<file path="src/rtl/tick_pkg.sv">
// tick_pkg: shared definitions for the tick controller.
//   - DEF_CNT_W / DEF_STEP_W : default divisor and step counter widths
//   - state_t                : controller state encoding (IDLE, RUN, DONE)
package tick_pkg;

  localparam int DEF_CNT_W  = 17;  // wide enough to hold a divisor of 100000
  localparam int DEF_STEP_W = 8;

  typedef enum logic [1:0] {
    ST_IDLE = 2'd0,
    ST_RUN  = 2'd1,
    ST_DONE = 2'd2
  } state_t;

endpackage

</file>
<file path="src/rtl/div_cnt.sv">
// div_cnt: divisor counter producing a terminal-count strobe every i_div
// enabled cycles.
//   clk_in  : system clock (rising edge)
//   rst_n   : asynchronous active-low reset
//   i_clr   : synchronous clear to 0 (has priority)
//   i_en    : count enable
//   i_div   : period in cycles (must be >= 1 while enabled)
//   o_tc    : high in the cycle whose closing edge completes one period
module div_cnt
  import tick_pkg::*;
#(
  parameter int CNT_W = DEF_CNT_W
) (
  input  logic             clk_in,
  input  logic             rst_n,
  input  logic             i_clr,
  input  logic             i_en,
  input  logic [CNT_W-1:0] i_div,
  output logic             o_tc
);

  logic [CNT_W-1:0] r_cnt;

  // Count runs 0..i_div-1; with i_div=1 the strobe is high every enabled cycle.
  assign o_tc = i_en && (r_cnt == i_div - 1'b1);

  // NOTE: sequential state uses non-blocking assignments so every flop
  // samples pre-edge values, regardless of block ordering.
  always_ff @(posedge clk_in or negedge rst_n) begin
    if (!rst_n) begin
      r_cnt <= '0;
    end else if (i_clr || o_tc) begin
      r_cnt <= '0;
    end else if (i_en) begin
      r_cnt <= r_cnt + 1'b1;
    end
  end

endmodule

</file>
<file path="src/rtl/tick_ctrl.sv">
// tick_ctrl: run controller issuing a one-cycle clock-enable pulse every
// cfg_div cycles for cfg_steps ticks (0 = free-run), with abort and
// rejected-configuration reporting. All outputs are registered.
//   clk_in    : system clock (rising edge)
//   rst_n     : asynchronous active-low reset
//   cfg_div   : tick period in clk_in cycles (0 rejected)
//   cfg_steps : ticks per run; 0 = free-run
//   start     : run request (sampled in IDLE only)
//   stop      : abort request (wins over start and over a due tick)
//   tick      : one-cycle enable pulse
//   busy      : high while in RUN
//   done      : one-cycle pulse after the final tick of a completed run
//   cfg_err   : one-cycle pulse when start is rejected for cfg_div=0
//   step_cnt  : ticks issued in the current or last run
module tick_ctrl
  import tick_pkg::*;
#(
  parameter int CNT_W  = DEF_CNT_W,
  parameter int STEP_W = DEF_STEP_W
) (
  input  logic              clk_in,
  input  logic              rst_n,
  input  logic [CNT_W-1:0]  cfg_div,
  input  logic [STEP_W-1:0] cfg_steps,
  input  logic              start,
  input  logic              stop,
  output logic              tick,
  output logic              busy,
  output logic              done,
  output logic              cfg_err,
  output logic [STEP_W-1:0] step_cnt
);

  state_t              r_state, w_next_state;
  logic [CNT_W-1:0]    r_div, w_div_nxt;
  logic [STEP_W-1:0]   r_steps, w_steps_nxt;
  logic [STEP_W-1:0]   r_step, w_step_nxt;
  logic                r_tick, w_tick_nxt;
  logic                r_busy, w_busy_nxt;
  logic                r_done, w_done_nxt;
  logic                r_err, w_err_nxt;
  logic                w_tc;

  // The divisor only runs in RUN and is held at zero whenever the
  // controller is not going to be in RUN on the next cycle.
  div_cnt #(.CNT_W(CNT_W)) u_div_cnt (
    .clk_in (clk_in),
    .rst_n  (rst_n),
    .i_clr  (w_next_state != ST_RUN),
    .i_en   (r_state == ST_RUN),
    .i_div  (r_div),
    .o_tc   (w_tc)
  );

  always_ff @(posedge clk_in or negedge rst_n) begin
    if (!rst_n) begin
      r_state <= ST_IDLE;
      r_div   <= '0;
      r_steps <= '0;
      r_step  <= '0;
      r_tick  <= 1'b0;
      r_busy  <= 1'b0;
      r_done  <= 1'b0;
      r_err   <= 1'b0;
    end else begin
      r_state <= w_next_state;
      r_div   <= w_div_nxt;
      r_steps <= w_steps_nxt;
      r_step  <= w_step_nxt;
      r_tick  <= w_tick_nxt;
      r_busy  <= w_busy_nxt;
      r_done  <= w_done_nxt;
      r_err   <= w_err_nxt;
    end
  end

  always_comb begin
    // NOTE: every signal gets a default before the case so no path can
    // leave one unassigned and infer a latch.
    w_next_state = r_state;
    w_div_nxt    = r_div;
    w_steps_nxt  = r_steps;
    w_step_nxt   = r_step;
    w_tick_nxt   = 1'b0;
    w_done_nxt   = 1'b0;
    w_err_nxt    = 1'b0;

    unique case (r_state)
      ST_IDLE: begin
        if (start && !stop) begin
          if (cfg_div != '0) begin
            w_next_state = ST_RUN;
            w_div_nxt    = cfg_div;
            w_steps_nxt  = cfg_steps;
            w_step_nxt   = '0;
          end else begin
            w_err_nxt = 1'b1;
          end
        end
      end
      ST_RUN: begin
        if (stop) begin
          // Abort: drop any tick due now, keep step_cnt, no done.
          w_next_state = ST_IDLE;
        end else if (r_steps != '0 && r_step == r_steps) begin
          // Final tick went out last cycle; a due tick (cfg_div=1) is dropped.
          w_next_state = ST_DONE;
          w_done_nxt   = 1'b1;
        end else if (w_tc) begin
          w_tick_nxt = 1'b1;
          w_step_nxt = r_step + 1'b1;  // wraps naturally in free-run
        end
      end
      ST_DONE: begin
        w_next_state = ST_IDLE;
      end
      default: begin
        w_next_state = ST_IDLE;
      end
    endcase

    w_busy_nxt = (w_next_state == ST_RUN);
  end

  assign tick     = r_tick;
  assign busy     = r_busy;
  assign done     = r_done;
  assign cfg_err  = r_err;
  assign step_cnt = r_step;

endmodule

</file>
<file path="config.mk">
export PLATFORM = sky130hd
export DESIGN_NAME = tick_ctrl
export DESIGN_NICKNAME = d
export VERILOG_FILES = /design/src/rtl/tick_pkg.sv /design/src/rtl/div_cnt.sv /design/src/rtl/tick_ctrl.sv
export SDC_FILE = /design/constraint.sdc
export NUM_CORES = 1
export LEC_CHECK = 0
export CORE_MARGIN = 8
export CORE_UTILIZATION = 45
export CTS_BUF_LIST = sky130_fd_sc_hd__clkbuf_2 sky130_fd_sc_hd__clkbuf_4 sky130_fd_sc_hd__clkbuf_8
export CTS_CLUSTER_SIZE = 24
export DETAILED_ROUTE_END_ITERATION = 6
export PLACE_DENSITY = 0.68
export SLEW_MARGIN = 15
export SYNTH_ARGS = -nofsm -noshare
export SYNTH_HDL_FRONTEND = slang
export SYNTH_HIERARCHICAL = 1
export SYNTH_SLANG_ARGS = --single-unit
</file>
<file path="constraint.sdc">
create_clock -name clk_in -period 4.16 [get_ports clk_in]
set_input_delay 0.624 -clock clk_in [delete_from_list [all_inputs] [get_ports clk_in]]
set_output_delay 0.624 -clock clk_in [all_outputs]
set_load 0.01 [all_outputs]
</file>
After elaboration in Yosys (flattened, before gate mapping)
Cells that the tools add are included.
Storage, ports and cells
  bits of input ports: 29
  register bits after elaboration: 56
  logic and storage cells: 57
Operators by class
  equality and inequality tests: 10
  reduce and logical (&&, ||, !) cells: 12
  $add $sub $neg: 3
  multiplexer cells: 23
Operators by type and width (count)
  $mux 8: 5
  $mux 17: 2
  $add 17x1->17 const B: 1
  $eq 17x17->1: 1
  $reduce_bool 17->1: 1
  $sub 17x1->17 const B: 1
  $pmux 8 s2: 1
  $mux 1: 10
  $ne 2x2->1 const B: 5
  $add 8x1->8 const B: 1
  $eq 8x8->1: 1
  $mux 2: 4
  $reduce_bool 8->1: 1
  $reduce_and 6->1: 1
  $eq 2x1->1 const B: 2
  $pmux 2 s2: 1
  $reduce_bool 2->1: 2
  $logic_and 1x1->1: 3
  $reduce_and 3->1: 1
  $logic_not 2->1: 1
  $ne 2x1->1 const B: 1
  $logic_not 1->1: 1
  $logic_or 1x1->1: 1

Logic depth before layout (Yosys ltp)
Gate-level depths: netlist of run 1.
  depth after elaboration: 8
  depth in mapped cells: 13
  depth with buffers taken out: 13

By module
Netlist of run 1, hierarchy kept.
Modules (own cells, without submodules)
  tick_ctrl: area an instance 1799.2 um^2, cells an instance 203, instances 1
  div_cnt: area an instance 1493.9 um^2, cells an instance 173, instances 1

Worst setup path before layout of run 1
Ideal clock, no wire load.
  path type: register to register
  from: register r_div[0]
  to: register r_step[7] (netlist: step_cnt[7])
  setup slack: 0.832 ns
  library setup time: 0.125 ns
  arrival: 3.203 ns
  data required time: 4.035 ns
  stages on the path, launching flop included: 14
  cells stage by stage: dfrtp_1 > inv_1 > ha_1 > or4b_1 > or2_1 > o31ai_1 > and4_1 > nand4_1 > nor4_1 > nand2b_1 > or2_1 > nor3_1 > o21ai_0 > a2bb2oi_1
Between the ends
  longest elaborated chain between the ends: 5
RTL lines
  start, declared: line tick_ctrl.sv:35  | logic [CNT_W-1:0] r_div, w_div_nxt;
  start signal, assigned: line tick_ctrl.sv:67  | r_div <= w_div_nxt;
  $sub 17x1->17: line div_cnt.sv:25  | assign o_tc = i_en && (r_cnt == i_div - 1'b1);
  $eq 17x17->1: line div_cnt.sv:25
  $logic_and 1x1->1: line div_cnt.sv:25
  via w_tc: line tick_ctrl.sv:42  | logic w_tc;
  $ne 2x2->1 (no line)
  $reduce_and 6->1 (no line)
  end signal, assigned: line tick_ctrl.sv:69  | r_step <= w_step_nxt;
  end, declared: line tick_ctrl.sv:37  | logic [STEP_W-1:0] r_step, w_step_nxt;
The timed path passes the listed nets, and every way through them passes these cells.
A chain may end at the register's enable or synchronous reset.

Worst setup path in the final report of run 1
Same ends and word-level chain as after synthesis.

==> metrics.cfg, run 1 <==
[clock_network]
h-tree-depth=2
cts_setup_buffers=0
ctsResizeCount=0
cts_buffers=5
clk_latency_ns=0.32
path_clk_slew_ns=0.10
holdBufCountCts=0
root_buffer=clkbuf_8
cts_tree=yes
cts_sinks=56
cts_buffer_depth=2

[route]
ant_nets=0
wl_mm=7.98
firstDrtPassIters=5
vias=2795
avgRoutedWirePerCell_um=15.6
drc=0
drt_iter0_markers=154
viasPerCell=5.47

[setup_path]
r2r_start=r_div[0]
critPathRequiredTime_ns=4.40
crit_chain=inv_1 -> ha_1 -> or4b_1 -> or2_1 -> o31ai_1 -> and4_1 -> nand4_1 -> nor4_1 -> nand2b_1 -> or2_1 -> nor3_1 -> o211ai_1 -> a2bb2oi_1
critical_path.startpoint=r_div[0]
arrival_ns=4.12
cp-start-kind=flip-flop
worst_r2r_path_depth=13
cp_top_family=simple AND/OR/NAND/NOR gates
critPathMaxStageDelay_ns=0.48
end_kind=flip-flop
cpMostUsedCell=or2_1
critPathMaxFanout=8
worst-path-stages=13
crit_buf_inv=1
cpMaxStageDelayCell=or4b_1
path_class=reg2reg

[floorplan]
fp-row-count=31
fp.coreArea_um2=7180
initial_utilization_pct=45.9
ios=41
die-area_um2=10300
die_w_um=102
die_h_um=102

[power_and_ir_drop]
ir_drop_uv=168
cellPowerDensity_nw_per_um2=326
p_leak_nw=1.66

[timing]
skew_ns=0.0115
tns_ns=0
max_freq_mhz=258
relSlewSlack_pct=52.4
slew_violations=0
layout_min_cycle_time_ns=3.88
setup_viol=0
rsz0062_at_grt=false
tightest_slew_ns=0.708
fin_crit_sh_pct=93.3
hold_viol=0

[synth]
syn_area_um2=3290
netlist_instances=376
synth.distinct_cells=56
ys_ff_latch=56
seq_area_frac_synth_pct=42.6
synthArstFlopShare_pct=100
synth-edff-count=0
syn_area_per_cell_um2=8.76
synth_top_flop_cell=dfrtp_1
synth_fp_nets=408
yosysWarnings=6

[global_routing]
grt_antenna_before_repair=0
grt_overflow_total=0
grt_pass1_wl_mm=13.7
grt_usage_pct=16.5
grt_max_degree=32
grt_pass1_vias=2895

[layout]
drive_above_1_share_pct=5.58
finalNetCount=443
fillers=666
postLayoutCellArea_um2=3860
syn_to_final_growth_pct=17.4
antennaDiodeCount=0

[place]
place_congestion=0.928
placed_cell_area_um2=3770
port_buffers=40
hpwl_mm=5.84

[hold_path]
hold_class=in2async

[flow_run]
maxCapViolations=0

[run_status]
status=complete, no violations

## sequential cells by signal, summed over array words and instances, names as in the netlist
register / count
cfg_err: 1
r_state: 2
done: 1
step_cnt: 8
tick: 1
r_div: 17
busy: 1
r_steps: 8
u_div_cnt/r_cnt: 17
## worst register-to-register path: cells and delay by family (launching register included)
kind / cells / cell delay, ns
buffers and inverters: 1 / 0.09
adder cells (fa/ha/maj): 1 / 0.28
flip-flops: 1 / 0.45
AO/OA/AOI/OAI: 3 / 0.65
AND/OR/NAND/NOR: 8 / 2.35
## logic make-up after synthesis
logic type               count (synthesis)  share of synthesized area [%]
flip-flops                              56                           42.6
adder cells (fa/ha/maj)                  3                           1.14
AO/OA/AOI/OAI                           34                           7.64
buffers and inverters                   26                           3.53
multiplexers                             2                          0.608
AND/OR/NAND/NOR                        212                           32.7
XOR/XNOR                                43                           11.9
## per-stage QoR
stage / cells / power, W / worst slack, ns / utilization (%) / hold slack, ns
CTS: 511 / 0.00127 / 0.334 / 53.9 / 0.343
finish: 511 / 0.00126 / 0.281 / 53.9 / 0.330
floorplan: 376 / 0.000845 / 0.832 / - / 0.328
global route: 511 / 0.00134 / 0.0427 / 53.9 / 0.383
global placement: 503 / 0.000942 / 0.526 / 52.5 / 0.487
detailed placement: 503 / 0.000950 / 0.368 / 52.5 / 0.492
## area by class of cell
type / instances / area [µm²] / share of cell area, %
clock buffers: 6 / 82.6 / 2.14
clock inverters: 2 / 15.0 / 0.388
inverters: 10 / 37.5 / 0.971
multi-input cells: 294 / 1780 / 46.0
flip-flops and latches: 56 / 1400 / 36.3
well taps: 99 / 124 / 3.20
repair buffers: 44 / 425 / 11.0
## synth_stat cells (3+ instances only)
cell type  number  area share (%)
nand3_1        25             3.8
ha_1            3             1.1
o21ai_1         4            0.61
nor4_1         11             2.1
nand2_1        90              10
xor2_1         26             6.9
nand4_1         9             1.7
clkbuf_1       10             1.1
xnor2_1        16             4.3
a21oi_1         3            0.46
dfrtp_1        56              43
and3_1          5            0.95
buf_2           3            0.46
nor3_1         30             4.6
nand2b_1        4            0.76
and4_1          3            0.80
or3_1           3            0.57
o211ai_1        4            0.91
inv_1           9             1.0
o21ai_0         5            0.76
nor2_1         12             1.4
## routing by layer
layer,GRT usage [%],part of all wire [%]
met4,6.76,2.0
met2,27.5,49
met5,0,0
met1,20.4,45
met3,3.09,4.0
## cell usage in the layout (no fill, tap or decap), types with 11 or more instances in the layout
master | synthesis | layout
nand2_1 | 90 | 90
dfrtp_1 | 56 | 56
clkdlybuf4s50_1 | 0 | 39
nor3_1 | 30 | 30
xor2_1 | 26 | 26
nand3_1 | 25 | 25
xnor2_1 | 16 | 16
nor2_1 | 12 | 12
nor4_1 | 11 | 11
## power by group
part	switching, W	internal [W]	total [W]
clock network	0.000181	0.000135	0.000316
logic	0.000155	0.000129	0.000284
registers	0.0000677	0.000590	0.000658
## worst paths after layout
kind / end / slack, ns
setup / recovery: step_cnt[7] / 0.28
hold / removal: u_div_cnt/r_cnt[3] / 0.33
setup reg to reg: step_cnt[7] / 0.28
hold reg to reg: r_div[16] / 0.51
max in group asynchronous: r_div[5] / 3.00
min in group clk_in: r_div[16] / 0.51
Note: power is estimated with default switching activity, not from simulation.
==> run 2, diff against run 1 <==
--- a/config.mk
+++ b/config.mk
@@ -5,12 +5,13 @@
 export SDC_FILE = /design/constraint.sdc
 export NUM_CORES = 1
 export LEC_CHECK = 0
+export CAP_MARGIN = 30
 export CORE_MARGIN = 8
-export CORE_UTILIZATION = 45
+export CORE_UTILIZATION = 25
 export CTS_BUF_LIST = sky130_fd_sc_hd__clkbuf_2 sky130_fd_sc_hd__clkbuf_4 sky130_fd_sc_hd__clkbuf_8
 export CTS_CLUSTER_SIZE = 24
 export DETAILED_ROUTE_END_ITERATION = 6
-export PLACE_DENSITY = 0.68
+export PLACE_DENSITY = 0.43
 export SLEW_MARGIN = 15
 export SYNTH_ARGS = -nofsm -noshare
 export SYNTH_HDL_FRONTEND = slang
==> metrics.cfg, run 2 (same netlist as run 1, synthesis figures left out) <==
[route]
ant_nets=0  ; unchanged
avgRoutedWirePerCell_um=15.3  ; -2.0%
wl_mm=9.01  ; +13%
drc=0  ; unchanged
firstDrtPassIters=4  ; -1
vias=2790  ; -0.18%
viasPerCell=4.74  ; -13%
drt_iter0_markers=92  ; -40%

[layout]
drive_above_1_share_pct=5.81  ; +0.23 points
final_common_cell=nand2_1
postLayoutCellArea_um2=3960  ; +2.5%
fillers=1439  ; +120%
syn_to_final_growth_pct=20.3
top_regs=r_div: 17 flops, u_div_cnt/r_cnt: 17 flops
antennaDiodeCount=0  ; unchanged
finalNetCount=444  ; +0.23%
final_cell_mix=nand2_1 (90), dfrtp_1 (56), clkdlybuf4s50_1 (39)

[global_routing]
grt_antenna_before_repair=0  ; unchanged
grt_pass1_vias=2896  ; +0.035%
grt_usage_pct=11.3  ; -5.2 points
grt_max_degree=33  ; +3.1%
grt_pass1_wl_mm=15.0  ; +10%
grt_overflow_total=0  ; unchanged

[clock_network]
ctsResizeCount=0  ; unchanged
cts_setup_buffers=0  ; unchanged
cts_tree=yes
cts_buffer_depth=2  ; unchanged
path_clk_slew_ns=0.11  ; about the same
h-tree-depth=2  ; unchanged
root_buffer=clkbuf_8
cts_sinks=56  ; unchanged
holdBufCountCts=0  ; unchanged
clk_latency_ns=0.34  ; +0.02 ns
cts_buffers=5  ; unchanged

[place]
hpwl_mm=6.62  ; +13%
port_buffers=40  ; unchanged
place_congestion=0.817  ; -12%
placed_cell_area_um2=3870  ; +2.8%

[floorplan]
die_w_um=131  ; +29%
initial_utilization_pct=25.3  ; -21 points
die-area_um2=17100  ; +66%
fp.coreArea_um2=13000  ; +82%
ios=41  ; unchanged
fp-row-count=42  ; +35%
die_h_um=131  ; +29%

[timing]
relSlewSlack_pct=54.3  ; +2.0 points
slew_violations=0  ; unchanged
layout_min_cycle_time_ns=3.84  ; -0.0351 ns
fin_crit_sh_pct=92.4  ; -0.84 points
hold_viol=0  ; unchanged
tightest_slew_ns=0.685  ; -0.0231 ns
skew_ns=0.0191  ; +0.00757 ns
tns_ns=0  ; unchanged
setup_viol=0  ; unchanged
rsz0062_at_grt=false
max_freq_mhz=260  ; +0.91%

[power_and_ir_drop]
ir_drop_uv=151  ; -10%
cellPowerDensity_nw_per_um2=319  ; -2.1%
p_leak_nw=1.67  ; +0.56%

[run_status]
status=complete, no violations

[setup_path]
cp-start-kind=flip-flop
critical_path.startpoint=r_div[0]
r2r_start=r_div[0]
critPathMaxFanout=8  ; unchanged
critPathRequiredTime_ns=4.42  ; +0.02 ns
worst_r2r_path_depth=13  ; unchanged
rrSetupSlack_ns=0.32  ; +0.04 ns
cp-endpoint=step_cnt[7]
arrival_ns=4.10  ; -0.02 ns
end_kind=flip-flop
r2r-end=step_cnt[7]
path_class=reg2reg

[flow_run]
maxCapViolations=0  ; unchanged

[hold_path]
hold_class=in2async

-- run 2: cell types whose count changed in the layout (fill, tap and decap cells not counted), sizes merged --
cell,before,now
buf,5,6
clkbuf,6,5
clkinv,0,2
clkinvlp,2,0
inv,10,11
-- run 2: cell type report --
cell class	count	area [µm²]	area share, %
Multi-Input combinational cell	294	1780	44.9
Sequential cell	56	1400	35.4
Timing Repair Buffer	45	433	10.9
Tap cell	176	220	5.56
Clock buffer	5	68.8	1.74
Inverter	10	37.5	0.947
Clock inverter	3	22.5	0.568
-- run 2: worst min path at each step --
stage	start	end	slack (ns)	depth (start not counted)
after floorplan	rst_n	busy	0.33	0
after global placement	r_div[16]	r_div[16]	0.49	2
after detailed placement	r_div[16]	r_div[16]	0.49	2
after CTS	rst_n	u_div_cnt/r_cnt[3]	0.29	1
after global routing	rst_n	u_div_cnt/r_cnt[2]	0.33	1
final	rst_n	u_div_cnt/r_cnt[3]	0.29	1
-- run 2: metal layers --
metal | share of wire, % | track usage (%) | vias up
li1 | - | - | 1390
met1 | 45 | 13.5 | 1347
met2 | 48 | 18.8 | 41
met3 | 4.7 | 2.80 | 12
met4 | 2.8 | 5.74 | 0
met5 | 0 | 0 | -
-- run 2: through the flow --
step | util, % | total power (W) | setup WS, ns | std cells | hold slack (ns)
floorplan | - | 0.000845 | 0.832 | 376 | 0.328
global placement | 29.7 | 0.000959 | 0.479 | 581 | 0.486
detailed placement | 29.7 | 0.000957 | 0.389 | 581 | 0.489
CTS | 30.4 | 0.00129 | 0.353 | 589 | 0.295
global route | 30.4 | 0.00135 | 0.0288 | 589 | 0.327
finish | 30.4 | 0.00126 | 0.316 | 589 | 0.291
-- run 2: power breakdown --
group	switching, W	total (W)	internal [W]	leakage [nW]
combinational	0.000154	0.000284	0.000130	0.877
sequential	0.0000677	0.000658	0.000590	0.741
clock	0.000200	0.000321	0.000121	0.0485
-- run 2: worst max-delay path: stages, from the launching register on --
cell and delay (ns):
dfrtp_1 0.45, inv_1 0.08, ha_1 0.29, or4b_1 0.49, or2_1 0.29, o31ai_1 0.36, and4_1 0.25, nand4_1 0.09
nor4_1 0.42, nand2b_1 0.21, or2_1 0.30, nor3_1 0.25, o211ai_1 0.13, a2bb2oi_1 0.17
==> run 3, diff against run 2 <==
--- a/config.mk
+++ b/config.mk
@@ -12,7 +12,6 @@
 export CTS_CLUSTER_SIZE = 24
 export DETAILED_ROUTE_END_ITERATION = 6
 export PLACE_DENSITY = 0.43
-export SLEW_MARGIN = 15
 export SYNTH_ARGS = -nofsm -noshare
 export SYNTH_HDL_FRONTEND = slang
 export SYNTH_HIERARCHICAL = 1
==> results of run 3 <==
Final layout, timing and power as in run 2 (identical DEF).
